**src/rtl/mp_add_pkg.sv**
```systemverilog
// Shared definitions for the multi-precision add sequencer: slice width,
// default sizing, FSM state encoding and a counter-width helper.
package mp_add_pkg;

    localparam int SLICE_W     = 32;
    localparam int DEF_WORDS   = 4;
    localparam int DEF_ADD_LAT = 2;

    typedef enum logic [1:0] {
        IDLE  = 2'd0,
        ISSUE = 2'd1,
        WAIT  = 2'd2,
        DONE  = 2'd3
    } state_e;

    // Width of a counter that must hold values 0..n-1. The result is never
    // below 1, so a single-slice or single-cycle build still gets a legal vector.
    function automatic int cnt_w(input int n);
        return (n > 1) ? $clog2(n) : 1;
    endfunction

endpackage

```
**src/rtl/mp_add_seq_if.sv**
```systemverilog
// Interfaces for the add sequencer: the requester handshake (start/busy/done
// plus operands and result) and the 32-bit bus to the registered adder stage.
// The ovf signal exists only when SIGNED_OVF_EN is defined.
interface mp_add_seq_if
    import mp_add_pkg::*;
#(
    parameter int WORDS = DEF_WORDS
) ();
    localparam int W = SLICE_W * WORDS;

    logic         start;
    logic [W-1:0] a;
    logic [W-1:0] b;
    logic         ci;
    logic         busy;
    logic         done;
    logic [W-1:0] sum;
    logic         co;
`ifdef SIGNED_OVF_EN
    logic         ovf;

    modport master (output start, a, b, ci, input busy, done, sum, co, ovf);
    modport slave  (input start, a, b, ci, output busy, done, sum, co, ovf);
`else
    modport master (output start, a, b, ci, input busy, done, sum, co);
    modport slave  (input start, a, b, ci, output busy, done, sum, co);
`endif
endinterface

interface mp_add_bus_if
    import mp_add_pkg::*;
();
    logic [SLICE_W-1:0] add_a;
    logic [SLICE_W-1:0] add_b;
    logic               add_ci;
    logic [SLICE_W-1:0] add_s;
    logic               add_co;

    modport master (output add_a, add_b, add_ci, input add_s, add_co);
    modport slave  (input add_a, add_b, add_ci, output add_s, add_co);
endinterface

```
**src/rtl/mp_add_seq.sv**
```systemverilog
// Multi-precision add sequencer: feeds a registered 32-bit adder one slice at a
// time (LSW first), chains the carry and assembles the WORDS*32-bit sum.
// Optional signed overflow flag is built when SIGNED_OVF_EN is defined.
module mp_add_seq
    import mp_add_pkg::*;
#(
    parameter int WORDS   = DEF_WORDS,
    parameter int ADD_LAT = DEF_ADD_LAT
) (
    input  logic          clk,
    input  logic          reset_n,
    mp_add_seq_if.slave   req,
    mp_add_bus_if.master  bus
);

    localparam int W     = SLICE_W * WORDS;
    localparam int IDX_W = cnt_w(WORDS);
    localparam int CNT_W = cnt_w(ADD_LAT);

    localparam logic [IDX_W-1:0] LAST_IDX  = IDX_W'(WORDS - 1);
    localparam logic [CNT_W-1:0] WAIT_LOAD = CNT_W'(ADD_LAT - 1);

    state_e             state_q;
    logic [W-1:0]       a_q;
    logic [W-1:0]       b_q;
    logic [IDX_W-1:0]   idx_q;
    logic [IDX_W-1:0]   idx_d;
    logic [CNT_W-1:0]   wcnt_q;
    logic [W-1:0]       sum_q;
    logic               co_q;
    logic               busy_q;
    logic               done_q;
    logic [SLICE_W-1:0] add_a_q;
    logic [SLICE_W-1:0] add_b_q;
    logic               add_ci_q;
    logic               last_slice;
`ifdef SIGNED_OVF_EN
    logic               ovf_q;
`endif

    always_comb begin
        idx_d      = idx_q + 1'b1;
        last_slice = (idx_q == LAST_IDX);
    end

    // The adder bus is loaded on the edge that enters ISSUE, so the slice is
    // already on add_a/add_b/add_ci during the ISSUE cycle and stays there
    // through the whole WAIT window.
    always_ff @(posedge clk) begin
        if (!reset_n) begin
            // NOTE: the operand and result registers are reset too; nothing
            // here is a RAM, and a known-zero sum/bus after reset is visible.
            state_q  <= IDLE;
            a_q      <= '0;
            b_q      <= '0;
            idx_q    <= '0;
            wcnt_q   <= '0;
            sum_q    <= '0;
            co_q     <= 1'b0;
            busy_q   <= 1'b0;
            done_q   <= 1'b0;
            add_a_q  <= '0;
            add_b_q  <= '0;
            add_ci_q <= 1'b0;
`ifdef SIGNED_OVF_EN
            ovf_q    <= 1'b0;
`endif
        end else begin
            // NOTE: every register here uses <=, so all right-hand sides read
            // the pre-edge values regardless of statement order.
            done_q <= 1'b0;
            case (state_q)
                IDLE: begin
                    if (req.start) begin
                        a_q      <= req.a;
                        b_q      <= req.b;
                        idx_q    <= '0;
                        busy_q   <= 1'b1;
                        add_a_q  <= req.a[SLICE_W-1:0];
                        add_b_q  <= req.b[SLICE_W-1:0];
                        add_ci_q <= req.ci;
`ifdef SIGNED_OVF_EN
                        ovf_q    <= 1'b0;
`endif
                        state_q  <= ISSUE;
                    end
                end

                ISSUE: begin
                    wcnt_q  <= WAIT_LOAD;
                    state_q <= WAIT;
                end

                WAIT: begin
                    if (wcnt_q != '0) begin
                        wcnt_q <= wcnt_q - 1'b1;
                    end else begin
                        sum_q[SLICE_W*idx_q +: SLICE_W] <= bus.add_s;
                        if (last_slice) begin
                            co_q     <= bus.add_co;
                            done_q   <= 1'b1;
                            busy_q   <= 1'b0;
                            add_a_q  <= '0;
                            add_b_q  <= '0;
                            add_ci_q <= 1'b0;
`ifdef SIGNED_OVF_EN
                            // MSW of the sum lands on this same edge, so take
                            // its sign straight from the adder output.
                            ovf_q    <= (a_q[W-1] == b_q[W-1]) &&
                                        (bus.add_s[SLICE_W-1] != a_q[W-1]);
`endif
                            state_q  <= DONE;
                        end else begin
                            idx_q    <= idx_d;
                            add_a_q  <= a_q[SLICE_W*idx_d +: SLICE_W];
                            add_b_q  <= b_q[SLICE_W*idx_d +: SLICE_W];
                            add_ci_q <= bus.add_co;
                            state_q  <= ISSUE;
                        end
                    end
                end

                DONE: begin
                    state_q <= IDLE;
                end

                default: begin
                    state_q <= IDLE;
                end
            endcase
        end
    end

    assign req.busy   = busy_q;
    assign req.done   = done_q;
    assign req.sum    = sum_q;
    assign req.co     = co_q;
`ifdef SIGNED_OVF_EN
    assign req.ovf    = ovf_q;
`endif
    assign bus.add_a  = add_a_q;
    assign bus.add_b  = add_b_q;
    assign bus.add_ci = add_ci_q;

endmodule

```
**src/flat_wrapper.sv**
```systemverilog
// flat-port wrapper written by rule: the top's interface ports become plain ports
module mp_add_seq_flat import mp_add_pkg::*;
#(
    parameter int WORDS   = DEF_WORDS,
    parameter int ADD_LAT = DEF_ADD_LAT
)
  (clk, reset_n, req_start, req_a, req_b, req_ci, req_busy, req_done, req_sum, req_co, bus_add_a, bus_add_b, bus_add_ci, bus_add_s, bus_add_co);
  mp_add_seq_if #(.WORDS(WORDS)) req_i ();
  mp_add_bus_if bus_i ();
  input  logic clk;
  input  logic reset_n;
  input wire logic [$bits(req_i.start)-1:0] req_start;
  input wire logic [$bits(req_i.a)-1:0] req_a;
  input wire logic [$bits(req_i.b)-1:0] req_b;
  input wire logic [$bits(req_i.ci)-1:0] req_ci;
  output wire logic [$bits(req_i.busy)-1:0] req_busy;
  output wire logic [$bits(req_i.done)-1:0] req_done;
  output wire logic [$bits(req_i.sum)-1:0] req_sum;
  output wire logic [$bits(req_i.co)-1:0] req_co;
  output wire logic [$bits(bus_i.add_a)-1:0] bus_add_a;
  output wire logic [$bits(bus_i.add_b)-1:0] bus_add_b;
  output wire logic [$bits(bus_i.add_ci)-1:0] bus_add_ci;
  input wire logic [$bits(bus_i.add_s)-1:0] bus_add_s;
  input wire logic [$bits(bus_i.add_co)-1:0] bus_add_co;
  assign req_i.start = req_start;
  assign req_i.a = req_a;
  assign req_i.b = req_b;
  assign req_i.ci = req_ci;
  assign req_busy = req_i.busy;
  assign req_done = req_i.done;
  assign req_sum = req_i.sum;
  assign req_co = req_i.co;
  assign bus_add_a = bus_i.add_a;
  assign bus_add_b = bus_i.add_b;
  assign bus_add_ci = bus_i.add_ci;
  assign bus_i.add_s = bus_add_s;
  assign bus_i.add_co = bus_add_co;
  mp_add_seq #(.WORDS(WORDS), .ADD_LAT(ADD_LAT)) u_core (.clk(clk), .reset_n(reset_n), .req(req_i), .bus(bus_i));
endmodule
```
**config.mk**
```make
export PLATFORM = sky130hd
export DESIGN_NAME = mp_add_seq_flat
export DESIGN_NICKNAME = d
export VERILOG_FILES = /design/src/rtl/mp_add_pkg.sv /design/src/rtl/mp_add_seq_if.sv /design/src/rtl/mp_add_seq.sv /design/src/flat_wrapper.sv
export SDC_FILE = /design/constraint.sdc
export NUM_CORES = 1
export LEC_CHECK = 0
export ABC_AREA = 1
export BUFFER_PORTS_ARGS = -buffer_cell sky130_fd_sc_hd__buf_2
export CAP_MARGIN = 0
export CORE_MARGIN = 2
export CORE_UTILIZATION = 56
export DETAILED_ROUTE_END_ITERATION = 7
export GPL_TIMING_DRIVEN = 0
export PLACE_DENSITY = 0.83
export SLEW_MARGIN = 0
export SYNTH_ARGS = -nofsm -noshare
export SYNTH_HDL_FRONTEND = slang
export SYNTH_SLANG_ARGS = --single-unit
```
**constraint.sdc**
```tcl
create_clock -name clk -period 2.94 [get_ports clk]
set_input_delay 0.294 -clock clk [delete_from_list [all_inputs] [get_ports clk]]
set_output_delay 0.294 -clock clk [all_outputs]
set_load 0.05 [all_outputs]
```
Yosys cells after proc, flatten, opt, wreduce, memory -nomap -nowiden
Index checks and enable logic that the tools add are counted.
{"block": "classes", "shifts": 4, "bitwise": 3, "addsub": 3, "n_mux": 28, "eq_ne": 8, "reduce_logical": 11}
{"operator": "variable part select 128 x 8 -> 32 bit", "n": 2}
{"operator": "2-to-1 mux 32 bit", "n": 6}
{"operator": "bitwise mux 128 bit", "n": 1}
{"operator": "one-hot mux 32 bit (2 select lines)", "n": 2}
{"operator": "variable shift 32 x 34 -> 128 bit, first input constant", "n": 1}
{"operator": "variable part select 32 x 34 -> 128 bit", "n": 1}
{"operator": "negator 7 -> 34 bit", "n": 1}
{"operator": "2-to-1 mux 2 bit", "n": 6}
{"operator": "2-to-1 mux 1 bit", "n": 8}
{"operator": "one-hot mux 2 bit (4 select lines)", "n": 1}
{"operator": "AND reduction 4 bit", "n": 2}
{"operator": "equality test 2 bit, second input constant", "n": 3}
{"operator": "inequality test 2 bit, second input constant", "n": 3}
{"operator": "one-hot mux 1 bit (2 select lines)", "n": 3}
{"operator": "AND reduction 2 bit", "n": 3}
{"operator": "AND reduction 3 bit", "n": 2}
{"operator": "one-hot mux 2 bit (2 select lines)", "n": 1}
{"operator": "nonzero test 2 bit", "n": 2}
{"operator": "inverter 1 bit", "n": 3}
{"operator": "OR reduction 3 bit", "n": 1}
{"operator": "adder 2 x 1 -> 2 bit, second input constant", "n": 1}
{"operator": "equality test 2 x 1 -> 1 bit, second input constant", "n": 1}
{"operator": "logical NOT 2 bit", "n": 1}
{"operator": "inequality test 2 x 1 -> 1 bit, second input constant", "n": 1}
{"operator": "subtractor 1 bit, second input constant", "n": 1}
{"block": "word_totals", "input_bits": 293, "register_bits": 457, "out_inout_bits": 196}

Depth between registers and ports, before layout
Gate-level depths: netlist (run 1).
{"block": "logic_depth", "word_depth": 5, "ltp_mapped": 12, "mapped_depth_nobuf": 9}

Least setup slack after synthesis (run 1)
No wires, ideal clock.
{"block": "synth_path", "path_type": "reg2reg", "startpoint": "register u_core.idx_q[0]", "endpoint": "register u_core.add_b_q[12] (netlist: u_core.bus.add_b[12])", "setup_slack_ns": 0.974, "path_stages_with_launch": 12, "arrival_time_ns": 1.896, "n_path_buf": 4, "setup_ns": 0.070, "path_cell_list": "dfxtp_1 inv_2 buf_2 buf_2 ha_1 inv_2 buf_2 buf_2 nand3_1 nand2_1 nand2_1 a21oi_1"}
{"block": "synth_via", "elab_chain_cells": 5}
{"element": "start, declared", "line_no": "mp_add_seq.sv:26", "rtl": "logic [IDX_W-1:0] idx_q;"}
{"element": "start signal, assigned", "line_no": "mp_add_seq.sv:114", "rtl": "idx_q <= idx_d;"}
{"element": "adder 2 x 1 -> 2 bit", "line_no": "mp_add_seq.sv:42", "rtl": "idx_d = idx_q + 1'b1;"}
{"element": "variable part select 128 x 8 -> 32 bit", "line_no": "mp_add_seq.sv:116", "rtl": "add_b_q <= b_q[SLICE_W*idx_d +: SLICE_W];"}
{"element": "2-to-1 mux 32 bit (*)", "line_no": "mp_add_seq.sv:99", "rtl": "if (last_slice) begin"}
{"element": "2-to-1 mux 32 bit (*)", "line_no": "mp_add_seq.sv:95", "rtl": "if (wcnt_q != '0) begin"}
{"element": "one-hot mux 32 bit (2 select lines) (*)", "line_no": "mp_add_seq.sv:72", "rtl": "case (state_q)"}
{"element": "end signal, assigned", "line_no": "mp_add_seq.sv:80", "rtl": "add_b_q <= req.b[SLICE_W-1:0];"}
{"element": "end signal, assigned", "line_no": "mp_add_seq.sv:116"}
{"element": "end, declared", "line_no": "mp_add_seq.sv:34", "rtl": "logic [SLICE_W-1:0] add_b_q;"}
Every way passes the cells marked *; elsewhere a longest branch is shown, timed or not. The select of a mux whose other input is x is not followed.
A chain may end at the register's enable or synchronous reset.

Worst setup path in the final report (run 1)
{"block": "layout_path", "startpoint": "register u_core.idx_q[0]", "endpoint": "register u_core.add_b_q[11] (netlist: u_core.bus.add_b[11])"}
The elaborated chain is that of the path after synthesis.

==> flow_summary.toml, run 1 <==
[global_route]
track_usage = 0.3783
grt_pass1_vias = 20860
antenna_found_initial = 20
grt_max_degree = 14
grt_overflow = 0
grt_pass1_wl_microns = 113300

[power]
p_seq_frac = 0.356
clockPowerShare = 0.278
sw_frac_of_total = 0.4053
p_total_uw = 22480
switchingPower_uw = 9112
internal-power_uw = 13370
cellPowerDensity_nw_per_um2 = 902.6
cellLeakagePower_uw = 0.01219
irDropWorstVdd_uv = 644.2
p_comb_frac = 0.366

[critical_path]
timing.rr.end = "u_core.bus.add_b[11]"
crit_arrival_ns = 3.20
end_kind = "register"
path_class = "reg2reg"
r2r_start = "u_core.idx_q[0]"
reg2reg_slack_ns = 0.22
worstPathRequired_ns = 3.42
setup.worst_path.start_class = "register"
r2r_cells = 10
crit_fanout = 21

[synth]
synthTopCellsByArea = "dfxtp_1 (45%), nand2_1 (13%), a21oi_1 (11%), inv_1 (7.9%), o21ai_0 (7.0%)"
synthTopCellsByCount = "nand2_1 (725), dfxtp_1 (457), a21oi_1 (435)"
synth_top_cell_area_share = 0.4521
async_reset_ff_frac = 0
ys_seq_area_frac = 0.4521
syn-instance-count = 2967
synth_cell_type_count = 22
yosysMostFrequentCell = "nand2_1"
syn_nets = 3270
syn-mean-instance-area_sq_um = 6.820
ys_warn_count = 0
ys.flop_type = "dfxtp_1"
syn_area_sq_um = 20230
yosysTopAreaCell = "dfxtp_1"
synth_seq_cells = 457
synth_edf_count = 0

[placed_design]
gp_congestion = 0.9532
post-dp-hpwl_microns = 56210
portBuffers = 487
pre_cts_slack_ns = -0.1077
dpl_cell_area_sq_um = 23250

[clock_network]
clk_pin_slew_worst_paths_ns = 0.06
clock_sinks = 457
clk_latency_ns = 0.57
cts_buffer_depth = 3
ctsRootBufferMaster = "clkbuf_16"
htreeDepth = 2
cts_tree = "yes"
numCtsBuffers = 48

[timing]
fin_skew_ns = 0.02219
fin_ws_ns = 0.2232
rsz0062_at_grt = "no"
min_period_ns = 2.717
slew_viol_final = 0
relSlewSlack = 0.5043
setup_viol = 0
worstMarginPinSlew_ns = 0.7435
layout_worst_path_cycle_share = 0.9241
final_hold_viol_count = 0
max_freq_ghz = 0.3681

[floorplan]
rows = 69
dieArea_sq_um = 37670
fp.dieW_microns = 194.1
die_h_microns = 194.1
core_sq_um = 35570
ios = 489
start_util = 0.5689

[routing]
drt-initial-drc-count = 1753
drtPass1Iterations = 7
wl_per_cell_microns = 18.56
wirelength_microns = 74620
vias_per_cell = 5.434
via_count = 21840
postRouteAntennaNets = 0
route.detailed.drc = 0

[min_path]
hold_path_depth = 3
holdPathEnd = "u_core.a_q[32]"
hold_path_class = "in2reg"
hp-start = "req_a[32]"

[finish]
area_delta_synth_final_pct = 23.10
layout-drive-gt1-share = 0.1990
fin_nets = 3807
multi_input_area_sq_um = 8423
layout.area.seq_sq_um = 9149
stdcell_area_sq_um = 24910
fill_cells = 3102

[run]
cap_violations = 0

[status]
status = "finished clean"
[through the flow]
stage                     utilization  instances  setup TNS (ns)  hold WS [ns]
final                          0.7003       4020               0      0.003315
after global routing           0.6998       4014               0       0.01769
after CTS                      0.6989       4000               0      0.003958
after detailed placement       0.6536       3915         -0.2262        0.4433
after global placement         0.6536       3915        -0.09376        0.4371
after floorplan                     -       2967               0        0.4287
[timing repair]
item,in CTS,in global routing
resized for setup,1,1
endpoints found under the setup margin,10,27
hold buffers,1,0
buffers inserted,0,0
hold endpoints to repair,1,0
[power groups by stage]
| stage | clock [uW] | combinational [uW] | sequential (uW) |
|---|---|---|---|
| after global placement | 0 | 7890 | 8060 |
| after floorplan | 0 | 4050 | 9740 |
| final | 6250 | 8230 | 8000 |
| after detailed placement | 0 | 8060 | 8100 |
| after CTS | 6240 | 8110 | 7980 |
| after global routing | 6490 | 8960 | 8100 |
[metal layers]
metal,vias to the layer above,global-route usage,share of wire
met5,-,0,0.00060
met4,8,0.1961,0.057
met3,260,0.08332,0.10
met2,1198,0.6161,0.45
met1,10010,0.4709,0.39
li1,10370,-,-
[how the worst max path moves through the flow]
stage                     from                    to  slack (ns)  cells after the start
6_report       u_core.idx_q[0]  u_core.bus.add_b[11]        0.22                     10
5_1_grt        u_core.idx_q[0]  u_core.bus.add_b[12]        0.09                     10
3_5_place_dp   u_core.idx_q[0]  u_core.bus.add_b[12]       -0.11                     11
4_1_cts        u_core.idx_q[0]  u_core.bus.add_b[12]        0.01                     11
2_1_floorplan  u_core.idx_q[0]  u_core.bus.add_b[12]        0.97                     11
3_3_place_gp   u_core.idx_q[0]  u_core.bus.add_b[12]       -0.09                     11
[placed cells by master, fill, tap and decap left out, types with 14 or more instances in the layout]
cell / Yosys / final
buf_6: 16 / 16
o21ai_1: 14 / 14
nand2_1: 725 / 725
diode_2: 0 / 21
buf_2: 51 / 535
nor2_1: 173 / 173
a21oi_2: 20 / 20
inv_1: 428 / 428
o21ai_0: 281 / 281
nand2_2: 24 / 24
nand3_1: 167 / 167
dfxtp_1: 457 / 457
clkbuf_1: 125 / 133
clkbuf_16: 0 / 49
a21oi_1: 435 / 435
[critical path, cell delays in order (launching register included)]
cell	delay, ns
dfxtp_1	0.35
inv_2	0.27
buf_4	0.38
ha_1	0.39
inv_2	0.12
buf_2	0.31
buf_2	0.31
nand3_1	0.13
nand2_1	0.08
nand2_1	0.10
a21oi_1	0.17
[flip-flops by register name, indices dropped and copies added (netlist names)]
name               cells
u_core.idx_q           2
u_core.b_q           128
u_core.bus.add_b      32
u_core.req.sum       128
u_core.bus.add_ci      1
u_core.wcnt_q          1
u_core.req.busy        1
u_core.a_q           128
u_core.req.done        1
u_core.state_q         2
u_core.req.co          1
u_core.bus.add_a      32
[kinds of logic after synthesis]
family,synth area share
adders and majority gates,0.006184
buffers and inverters,0.1316
AOI/OAI and AO/OA,0.1892
and+or+nand+nor,0.2209
DFF,0.4521
[final cells by class]
cell class / instances / area share
sequential: 457 / 0.3673
multi-input combinational: 1862 / 0.3382
timing repair buffer: 488 / 0.09826
inverter: 436 / 0.06571
clock buffer: 69 / 0.05707
buffer: 211 / 0.04119
tap: 461 / 0.02316
clock inverter: 15 / 0.007033
antenna: 21 / 0.002110
(Power assumes the default switching activity.)
==> inputs of run 2 (changes only) <==
ABC_AREA = default   (was 1)
CORE_AREA = 2 2 190 192   (was default)
CORE_MARGIN = default   (was 2)
CORE_UTILIZATION = default   (was 56)
DIE_AREA = 0 0 192 194   (was default)
PLACE_DENSITY = 0.79   (was 0.83)
==> flow_summary.toml, run 2 <==
[status]
status = "finished clean"

[floorplan]
start_util = 0.5210
fp.dieW_microns = 192
rows = 69
die_h_microns = 194
dieArea_sq_um = 37250
core_sq_um = 35220
ios = 489

[clock_network]
cts_buffer_depth = 3
cts_resized = 0
cts_tree = "yes"
clock_sinks = 457
postCtsSetupBuffers = 0
htreeDepth = 2
clk_pin_slew_worst_paths_ns = 0.06
ctsRootBufferMaster = "clkbuf_16"
clk_latency_ns = 0.58
numCtsBuffers = 47

[power]
p_seq_frac = 0.404
cellPowerDensity_nw_per_um2 = 713.4
sw_frac_of_total = 0.3459
cellLeakagePower_uw = 0.01063
p_comb_frac = 0.274
internal-power_uw = 11800
switchingPower_uw = 6242
clockPowerShare = 0.322
irDropWorstVdd_uv = 540.9

[critical_path]
end_kind = "register"
worstPathRequired_ns = 3.41
r2r_start = "u_core.state_q[0]"
setup.worst_path.start_class = "register"
critPathLaunch = "u_core.state_q[0]"
crit_fanout = 10
path_class = "reg2reg"
crit_arrival_ns = 3.29

[synth]
yosysTopAreaCell = "dfxtp_1"
synth_top_cell_area_share = 0.4986
synth_compound_area_frac = 0.2211
yosysMostFrequentCell = "nand2_1"
yosys.area_share.xor_xnor = 0
synth_cell_type_count = 44
syn-instance-count = 2066
syn_nets = 2369
synthMuxAreaShare = 0.07091
synthTopCellsByCount = "nand2_1 (548), dfxtp_1 (457), a21oi_1 (292)"
syn_area_sq_um = 18350
synth_top_family_by_area = "compound AO/OA/AOI/OAI gates"
synth_fa_ha_area_frac = 0.006818
async_reset_ff_frac = 0
synth_seq_cells = 457
ys_seq_area_frac = 0.4986
synth_edf_count = 0
syn-mean-instance-area_sq_um = 8.882
synthSimpleGateAreaFrac = 0.1362
ys.flop_type = "dfxtp_1"
synthTopCellsByArea = "dfxtp_1 (50%), nand2_1 (11%), a21oi_1 (8.0%), mux2i_1 (7.1%), a22o_1 (4.6%)"
ys_warn_count = 0

[timing]
fin_skew_ns = 0.01464
slew_viol_final = 0
min_period_ns = 2.819
rsz0062_at_grt = "no"
worstMarginPinSlew_ns = 0.9900
setup_tns_ns = 0
max_freq_ghz = 0.3547
setup_viol = 0
relSlewSlack = 0.3400
final_hold_viol_count = 0
layout_worst_path_cycle_share = 0.9588

[routing]
via_count = 20000
top_layer_used = "met5"
wl_met1_microns = 26770
wl_met2_microns = 34010
wl_met3_microns = 7011
wirelength_microns = 73470
wl_per_cell_microns = 21.95
vias_per_cell = 5.976
postRouteAntennaNets = 0
drtPass1Iterations = 7
drt-initial-drc-count = 1704
route.detailed.drc = 0

[min_path]
hp-start = "req_a[37]"
hold_path_class = "in2reg"

[finish]
fill_cells = 2507
fin_nets = 3150
layout-drive-gt1-share = 0.2238
multi_input_area_sq_um = 7984
area_delta_synth_final_pct = 37.83
final_cell_mix = "buf_2 (551), nand2_1 (548), dfxtp_1 (457)"
layoutNonFillerInstCount = 3347
final_common_cell = "buf_2"
layout.area.seq_sq_um = 9149

[global_route]
grt_overflow = 0
grt_max_degree = 14
grt_pass1_wl_microns = 109700
grt_pass1_vias = 19650
track_usage = 0.3807
antenna_found_initial = 7

[placed_design]
gp_congestion = 0.9273
portBuffers = 487
dp.cells = 3014
post-dp-hpwl_microns = 47280

[run]
cap_violations = 0
[run 2: cell types whose count changed after synthesis, sizes merged, moves of 96 or more]
cell	before	now
a22o	0	96
o21ai	295	0
a21oi	455	294
nor2	180	4
nand3	167	34
inv	436	70
nand2	752	548
mux2i	0	130
[run 2: cell type report]
| class | instances | area share |
|---|---|---|
| diodes | 9 | 0.0008905 |
| plain buffers | 193 | 0.03775 |
| clock buffers | 71 | 0.05363 |
| clock inverters | 8 | 0.003809 |
| inverters | 70 | 0.01039 |
| multi-input cells | 1346 | 0.3157 |
| flip-flops and latches | 457 | 0.3617 |
| well taps | 461 | 0.02281 |
| repair buffers | 732 | 0.1933 |
[run 2: worst paths after layout]
kind                               end  slack, ns  cells after the start
hold / removal          u_core.a_q[37]      0.005                      3
hold reg to reg      u_core.req.sum[0]       0.45                      2
setup / recovery  u_core.bus.add_b[18]       0.12                      8
setup reg to reg  u_core.bus.add_b[18]       0.12                      8
[run 2: cells by family (layout without fill, tap and decap cells)]
kind of cell,Yosys count,count (layout)
DFF,457,457
AOI/OAI and AO/OA,589,589
other,0,9
and+or+nand+nor,617,617
muxes,130,130
adders and majority gates,10,10
buffers and inverters,263,1074
[run 2: metrics by stage]
step                total power (uW)  hold slack [ns]  worst slack [ns]    util  instance area, sq um
floorplan                      10380           0.4195            0.9094       -                 18350
global placement               11740           0.4363            0.3805  0.6065                 21360
detailed placement             11860           0.4423            0.3078  0.6065                 21360
CTS                            17800        0.0004616            0.3028  0.7171                 25260
global route                   18600         0.009932           0.06930  0.7177                 25280
finish                         18040         0.005148            0.1211  0.7180                 25290
[run 2: critical path, cell delays in order, from the launching register on]
cell and delay (ns):
dfxtp_1 0.35, inv_1 0.10, ha_1 0.22, buf_2 0.20
nand2_1 0.39, buf_4 0.31, clkbuf_1 0.47, o2111ai_1 0.36
o221a_1 0.30
[run 2: power by group through the flow]
stage / Combinational (uW) / Clock [uW] / Sequential (uW)
global route: 5240 / 6030 / 7320
CTS: 4760 / 5790 / 7250
detailed placement: 4490 / 0 / 7370
finish: 4950 / 5800 / 7290
floorplan: 2160 / 0 / 8220
global placement: 4390 / 0 / 7350
[run 2: per-layer routing]
layer | up-vias | global-route usage
li1 | 8819 | -
met2 | 1427 | 0.6278
met1 | 9317 | 0.4381
met3 | 434 | 0.09086
met4 | 4 | 0.2511
met5 | - | 0
[run 2: repair_timing]
| action | in CTS | in global routing |
|---|---|---|
| hold buffers | 244 | 1 |
| setup endpoints to repair | 0 | 0 |
| endpoints found under the hold margin | 251 | 1 |
